`src/rtl/hsi_tx_coder_if.sv`:
```
// Byte/handshake bundle between the command-word controller and the HSI Manchester coder.
interface hsi_tx_coder_if;
  logic [7:0] d;
  logic       d_rdy;
  logic       msg_end;
  logic       busy;
  logic       line;
  logic       ovr;

  modport master (output d, d_rdy, msg_end, input busy, line, ovr);
  modport slave  (input d, d_rdy, msg_end, output busy, line, ovr);
endinterface

```
`src/rtl/hsi_tx_coder.sv`:
```
// HSI transmit byte serializer: frames start + 8 data (MSB first) + odd parity and
// Manchester-codes it onto line; msg_end inserts an idle gap with busy held high.
module hsi_tx_coder #(
  parameter int CLK_DIV  = 4,
  parameter int GAP_BITS = 4
) (
  input  logic           clk,
  input  logic           n_rst,
  hsi_tx_coder_if.slave  bus
);

  localparam int DIV_W   = $clog2(CLK_DIV);
  localparam int GAP_CYC = GAP_BITS * 2 * CLK_DIV;
  localparam int GAP_W   = $clog2(GAP_CYC);

  localparam logic [DIV_W-1:0] DIV_LAST = DIV_W'(CLK_DIV - 1);
  localparam logic [GAP_W-1:0] GAP_LAST = GAP_W'(GAP_CYC - 1);
  localparam logic [4:0]       HB_LAST  = 5'd19;

  typedef enum logic [1:0] {IDLE, SHIFT, GAP} state_t;

  state_t           state_q, state_d;
  logic [DIV_W-1:0] div_q, div_d;
  logic [4:0]       hb_q, hb_d;
  logic [GAP_W-1:0] gap_q, gap_d;
  logic [9:0]       frame_q, frame_d;
  logic             gap_pend_q, gap_pend_d;
  logic             busy_q, busy_d;
  logic             line_q, line_d;
  logic             ovr_q, ovr_d;

  // Line level for half-bit h: the frame bit in the first half, its complement in the second.
  function automatic logic half_val(input logic [9:0] f, input logic [4:0] h);
    logic [3:0] idx;
    idx = 4'd9 - {1'b0, h[4:1]};
    return f[idx] ^ h[0];
  endfunction

  always_comb begin
    // NOTE: every signal gets a default before the case so no path leaves it unassigned (no latches).
    state_d    = state_q;
    div_d      = div_q;
    hb_d       = hb_q;
    gap_d      = gap_q;
    frame_d    = frame_q;
    busy_d     = busy_q;
    line_d     = line_q;
    gap_pend_d = gap_pend_q | bus.msg_end;
    ovr_d      = bus.d_rdy & busy_q;

    unique case (state_q)
      IDLE: begin
        busy_d = 1'b0;
        line_d = 1'b0;
        if (gap_pend_q) begin
          state_d    = GAP;
          busy_d     = 1'b1;
          gap_d      = '0;
          gap_pend_d = bus.msg_end;  // a msg_end arriving now or during the gap re-arms
        end else if (bus.d_rdy) begin
          state_d = SHIFT;
          busy_d  = 1'b1;
          line_d  = 1'b1;            // first half of the start bit
          frame_d = {1'b1, bus.d, ~^bus.d};
          div_d   = '0;
          hb_d    = '0;
        end
      end

      SHIFT: begin
        if (div_q == DIV_LAST) begin
          div_d = '0;
          if (hb_q == HB_LAST) begin
            state_d = IDLE;
            busy_d  = 1'b0;
            line_d  = 1'b0;
          end else begin
            hb_d   = hb_q + 5'd1;
            line_d = half_val(frame_q, hb_q + 5'd1);
          end
        end else begin
          div_d = div_q + DIV_W'(1);
        end
      end

      GAP: begin
        if (gap_q == GAP_LAST) begin
          state_d = IDLE;
          busy_d  = 1'b0;
        end else begin
          gap_d = gap_q + GAP_W'(1);
        end
      end

      default: begin
        state_d = IDLE;
        busy_d  = 1'b0;
        line_d  = 1'b0;
      end
    endcase
  end

  // NOTE: state registers use non-blocking assignments so every flop samples pre-edge values.
  always_ff @(posedge clk or negedge n_rst) begin
    if (!n_rst) begin
      state_q    <= IDLE;
      div_q      <= '0;
      hb_q       <= '0;
      gap_q      <= '0;
      frame_q    <= '0;
      gap_pend_q <= 1'b0;
      busy_q     <= 1'b0;
      line_q     <= 1'b0;
      ovr_q      <= 1'b0;
    end else begin
      state_q    <= state_d;
      div_q      <= div_d;
      hb_q       <= hb_d;
      gap_q      <= gap_d;
      frame_q    <= frame_d;
      gap_pend_q <= gap_pend_d;
      busy_q     <= busy_d;
      line_q     <= line_d;
      ovr_q      <= ovr_d;
    end
  end

  assign bus.busy = busy_q;
  assign bus.line = line_q;
  assign bus.ovr  = ovr_q;

endmodule

```
`src/flat_wrapper.sv`:
```
// flat-port wrapper written by rule: the top's interface ports become plain ports
module hsi_tx_coder_flat 
#(
  parameter int CLK_DIV  = 4,
  parameter int GAP_BITS = 4
)
  (clk, n_rst, bus_d, bus_d_rdy, bus_msg_end, bus_busy, bus_line, bus_ovr);
  hsi_tx_coder_if bus_i ();
  input  logic clk;
  input  logic n_rst;
  input wire logic [$bits(bus_i.d)-1:0] bus_d;
  input wire logic [$bits(bus_i.d_rdy)-1:0] bus_d_rdy;
  input wire logic [$bits(bus_i.msg_end)-1:0] bus_msg_end;
  output wire logic [$bits(bus_i.busy)-1:0] bus_busy;
  output wire logic [$bits(bus_i.line)-1:0] bus_line;
  output wire logic [$bits(bus_i.ovr)-1:0] bus_ovr;
  assign bus_i.d = bus_d;
  assign bus_i.d_rdy = bus_d_rdy;
  assign bus_i.msg_end = bus_msg_end;
  assign bus_busy = bus_i.busy;
  assign bus_line = bus_i.line;
  assign bus_ovr = bus_i.ovr;
  hsi_tx_coder #(.CLK_DIV(CLK_DIV), .GAP_BITS(GAP_BITS)) u_core (.clk(clk), .n_rst(n_rst), .bus(bus_i));
endmodule
```
`config.mk`:
```
export PLATFORM = sky130hd
export DESIGN_NAME = hsi_tx_coder_flat
export DESIGN_NICKNAME = d
export VERILOG_FILES = /design/src/rtl/hsi_tx_coder_if.sv /design/src/rtl/hsi_tx_coder.sv /design/src/flat_wrapper.sv
export SDC_FILE = /design/constraint.sdc
export NUM_CORES = 1
export LEC_CHECK = 0
export CORE_MARGIN = 4
export CORE_UTILIZATION = 30
export CTS_BUF_LIST = sky130_fd_sc_hd__clkbuf_4
export CTS_CLUSTER_SIZE = 40
export DETAILED_ROUTE_END_ITERATION = 16
export PLACE_DENSITY_LB_ADDON = 0.1
export SYNTH_ARGS = -nofsm -noshare
export SYNTH_HDL_FRONTEND = slang
export SYNTH_SLANG_ARGS = --single-unit
export TNS_END_PERCENT = 20
```
`constraint.sdc`:
```
create_clock -name clk -period 2.7 [get_ports clk]
set_clock_uncertainty 0.05 [all_clocks]
set_input_delay 0.54 -clock clk [delete_from_list [all_inputs] [get_ports clk]]
set_output_delay 0.54 -clock clk [all_outputs]
set_load 0.005 [all_outputs]
```
==> results by group <==
Global route
  – Overall Global Routing Usage: 10.5%
  – Initial antenna violation count: 0
  – GR Overflow Total: 0
  – First-pass GRT wire length: 5.30 mm
  – Vias in the first global route: 1,124
  – Pin count of the biggest net entering global routing: 29

STA
  – Post-route clock period utilization: 94.4%
  – Slew @ Worst Pin: 0.444 ns
  – Final Hold Fails: 0
  – Relative slew slack: 70.4%
  – Final setup viols: 0
  – Min Tclk post-route: 2.55 ns
  – Final Hold Slack: 0.454 ns
  – Slew Viols, Final: 0
  – Unrepaired setup endpoints after global routing: no
  – Highest clock rate: 392 MHz
  – Sum Neg Setup Slack: 0 ns

Layout
  – Most frequent cells in the layout: dfrtp_1, clkdlybuf4s50_1, mux2_2
  – Multi-input gate area: 779 sq um
  – Share of cells above drive strength 1: 16.8%
  – Finished Layout Cells: 216
  – Layout fillers: 487
  – Register area: 703 sq um
  – Final core occ: 36.7%
  – Nets: 168
  – ANT cells: 0
  – Commonest non-fill, non-tap cell in the layout: dfrtp_1
  – Area delta synth->final: 16.4%

Setup path
  – Worst r2r src: u_core.hb_q[0]$_DFFE_PN0P_
  – Worst setup path class: reg2reg
  – Critical path arrival: 2.78 ns
  – CP Launch Point: u_core.hb_q[0]$_DFFE_PN0P_
  – WP data required: 2.93 ns
  – RR Endpoint: u_core.bus.line$_DFFE_PN0P_
  – Worst Path Max Fanout: 7
  – Worst Setup EP: u_core.bus.line$_DFFE_PN0P_
  – Crit. End Element: flop
  – Startpoint types: flop
  – R2R cell count: 8
  – R2R Setup Slk: 0.15 ns

Clock tree
  – TritonCTS clock tree: done
  – H-tree depth: 1
  – Clock Latency Late Sink: 0.33 ns
  – Clock Tree Buf Depth: 2
  – Num CTS Buffers: 3
  – CTS clk-pin slew, worst paths: 0.15 ns
  – CTS root buffer: clkbuf_4
  – CTS sink cnt: 28

Synth
  – Mean Syn Cell Area: 11.3 sq um
  – Mapped Area: 1520 sq um
  – Sequential area share after synthesis: 46.2%
  – Seq cells post-synth: 28
  – Number of synthesized flops with an enable pin: 0
  – Post-synth ARST share: 100%
  – Gate count of the mapped netlist: 134
  – Syn nets: 151
  – Yosys cell types: 39
  – Ys Warns: 0
  – Post-synth top flop: dfrtp_1

Drt
  – Initial DRC count: 93
  – Drt drc: 0
  – Vias after detailed routing: 1,084
  – Antenna Nets Post-Route: 0
  – DRT Wirelength: 2.98 mm
  – Wire length per cell: 13.8 um
  – Pre-Repair DR Iteration Count: 4
  – Drt via density: 5.02

Die
  – Chip width: 79.1 um
  – Cell Rows: 25
  – Vert. Die Dim: 79.1 um
  – Core area: 4820 sq um
  – I/O pin count: 15
  – Starting density of the core: 31.5%
  – Die area: 6260 sq um

Power and ir drop
  – Power Total: 0.645 mW
  – VDD IR max: 0.000139 V
  – Leakage: 0.757 nW
  – PwrDens: 365 nW/um^2

Hold path
  – Worst hold-check path type: reg2reg

Place
  – GPL Wtd Cong: 0.790
  – Dpl cells: 213
  – DPL Wire Length: 2.22 mm
  – Port bufs: 14

Job
  – Max Cap Viol: 0

Run status
  – Outcome: finished clean
metal layers:
layer / global-route usage [%] / share of wire (%) / vias to the layer above / routed length, um
li1: - / - / 532 / -
met1: 15.2 / 53 / 528 / 1580
met2: 15.5 / 42 / 19 / 1260
met3: 1.81 / 3.3 / 5 / 98
met4: 4.30 / 1.4 / 0 / 43
met5: 0 / 0 / - / 0
sequential cells by signal (all words and copies together), names as in the netlist:
register           flops
u_core.bus.busy        1
u_core.gap_pend_q      1
u_core.bus.ovr         1
u_core.frame_q        10
u_core.gap_q           5
u_core.hb_q            5
u_core.state_q         2
u_core.bus.line        1
u_core.div_q           2
kinds of logic (layout without fill, tap and decap cells):
logic type / after synthesis / after routing / synth area share (%)
AO/OA/AOI/OAI: 29 / 29 / 13.8
adder cells (fa/ha/maj): 5 / 5 / 4.12
flip-flops: 28 / 28 / 46.2
multiplexers: 15 / 15 / 12.8
XOR/XNOR: 11 / 11 / 6.35
AND/OR/NAND/NOR: 37 / 37 / 14.3
buffers and inverters: 9 / 24 / 2.47
where the power goes:
| part | total, mW | switching, mW | internal (mW) |
|---|---|---|---|
| Combinational | 0.0485 | 0.0201 | 0.0284 |
| Clock | 0.176 | 0.124 | 0.0525 |
| Sequential | 0.420 | 0.000265 | 0.420 |
| Total | 0.645 | 0.144 | 0.501 |
what timing repair did:
action                     4_1_cts  5_1_grt
setup endpoints to repair        0        1
hold buffers                     0        0
buffers inserted                 0        0
gates resized for setup          0        2
through the flow:
step                instance area [sq um]  setup WS, ns
finish                               1770         0.151
global route                         1770       0.00933
CTS                                  1760         0.132
detailed placement                   1740         0.156
global placement                     1740         0.195
floorplan                            1520         0.229
cell usage after synthesis (2+ instances only):
cell | count | area (sq um)
inv_1 | 4 | 15.0
and3b_1 | 3 | 26.3
nor2_1 | 5 | 18.8
and3_1 | 2 | 12.5
clkbuf_1 | 2 | 7.51
nor2b_1 | 2 | 12.5
o21ai_0 | 7 | 35.0
or2_2 | 2 | 12.5
buf_2 | 3 | 15.0
xnor2_1 | 8 | 70.1
mux2_2 | 12 | 135
nand2b_1 | 5 | 31.3
a22o_1 | 5 | 43.8
xor2_1 | 3 | 26.3
nand3_1 | 4 | 20.0
and2_1 | 2 | 12.5
a21oi_1 | 4 | 20.0
o21bai_1 | 3 | 22.5
o31ai_1 | 2 | 15.0
ha_1 | 5 | 62.6
dfrtp_1 | 28 | 701
nand2_1 | 6 | 22.5
final cells by class:
type	count	area share, %
Multi-Input combinational cell	97	44.1
Sequential cell	28	39.8
Timing Repair Buffer	17	9.21
Tap cell	67	4.75
Clock buffer	3	1.27
Inverter	4	0.850
how the worst min path moves through the flow:
stage	from	endpoint	slack (ns)	depth (start not counted)
after CTS	u_core.frame_q[9]$_DFFE_PN0P_	u_core.frame_q[9]$_DFFE_PN0P_	0.46	1
final	u_core.frame_q[9]$_DFFE_PN0P_	u_core.frame_q[9]$_DFFE_PN0P_	0.45	1
after global placement	u_core.frame_q[9]$_DFFE_PN0P_	u_core.frame_q[9]$_DFFE_PN0P_	0.41	1
after global routing	u_core.frame_q[9]$_DFFE_PN0P_	u_core.frame_q[9]$_DFFE_PN0P_	0.48	1
after detailed placement	u_core.frame_q[9]$_DFFE_PN0P_	u_core.frame_q[9]$_DFFE_PN0P_	0.41	1
after floorplan	n_rst	u_core.bus.busy$_DFFE_PN0P_	0.19	0
critical path, stage by stage, from the launching register on:
cell and delay [ns]:
dfrtp_2 0.47, ha_1 0.24, xnor2_1 0.15, ha_1 0.35, mux4_2 0.32, and3b_1 0.20, or4_1 0.47, mux2i_1 0.13
a311o_2 0.12
No activity file was read; power rests on OpenSTA's default activity.
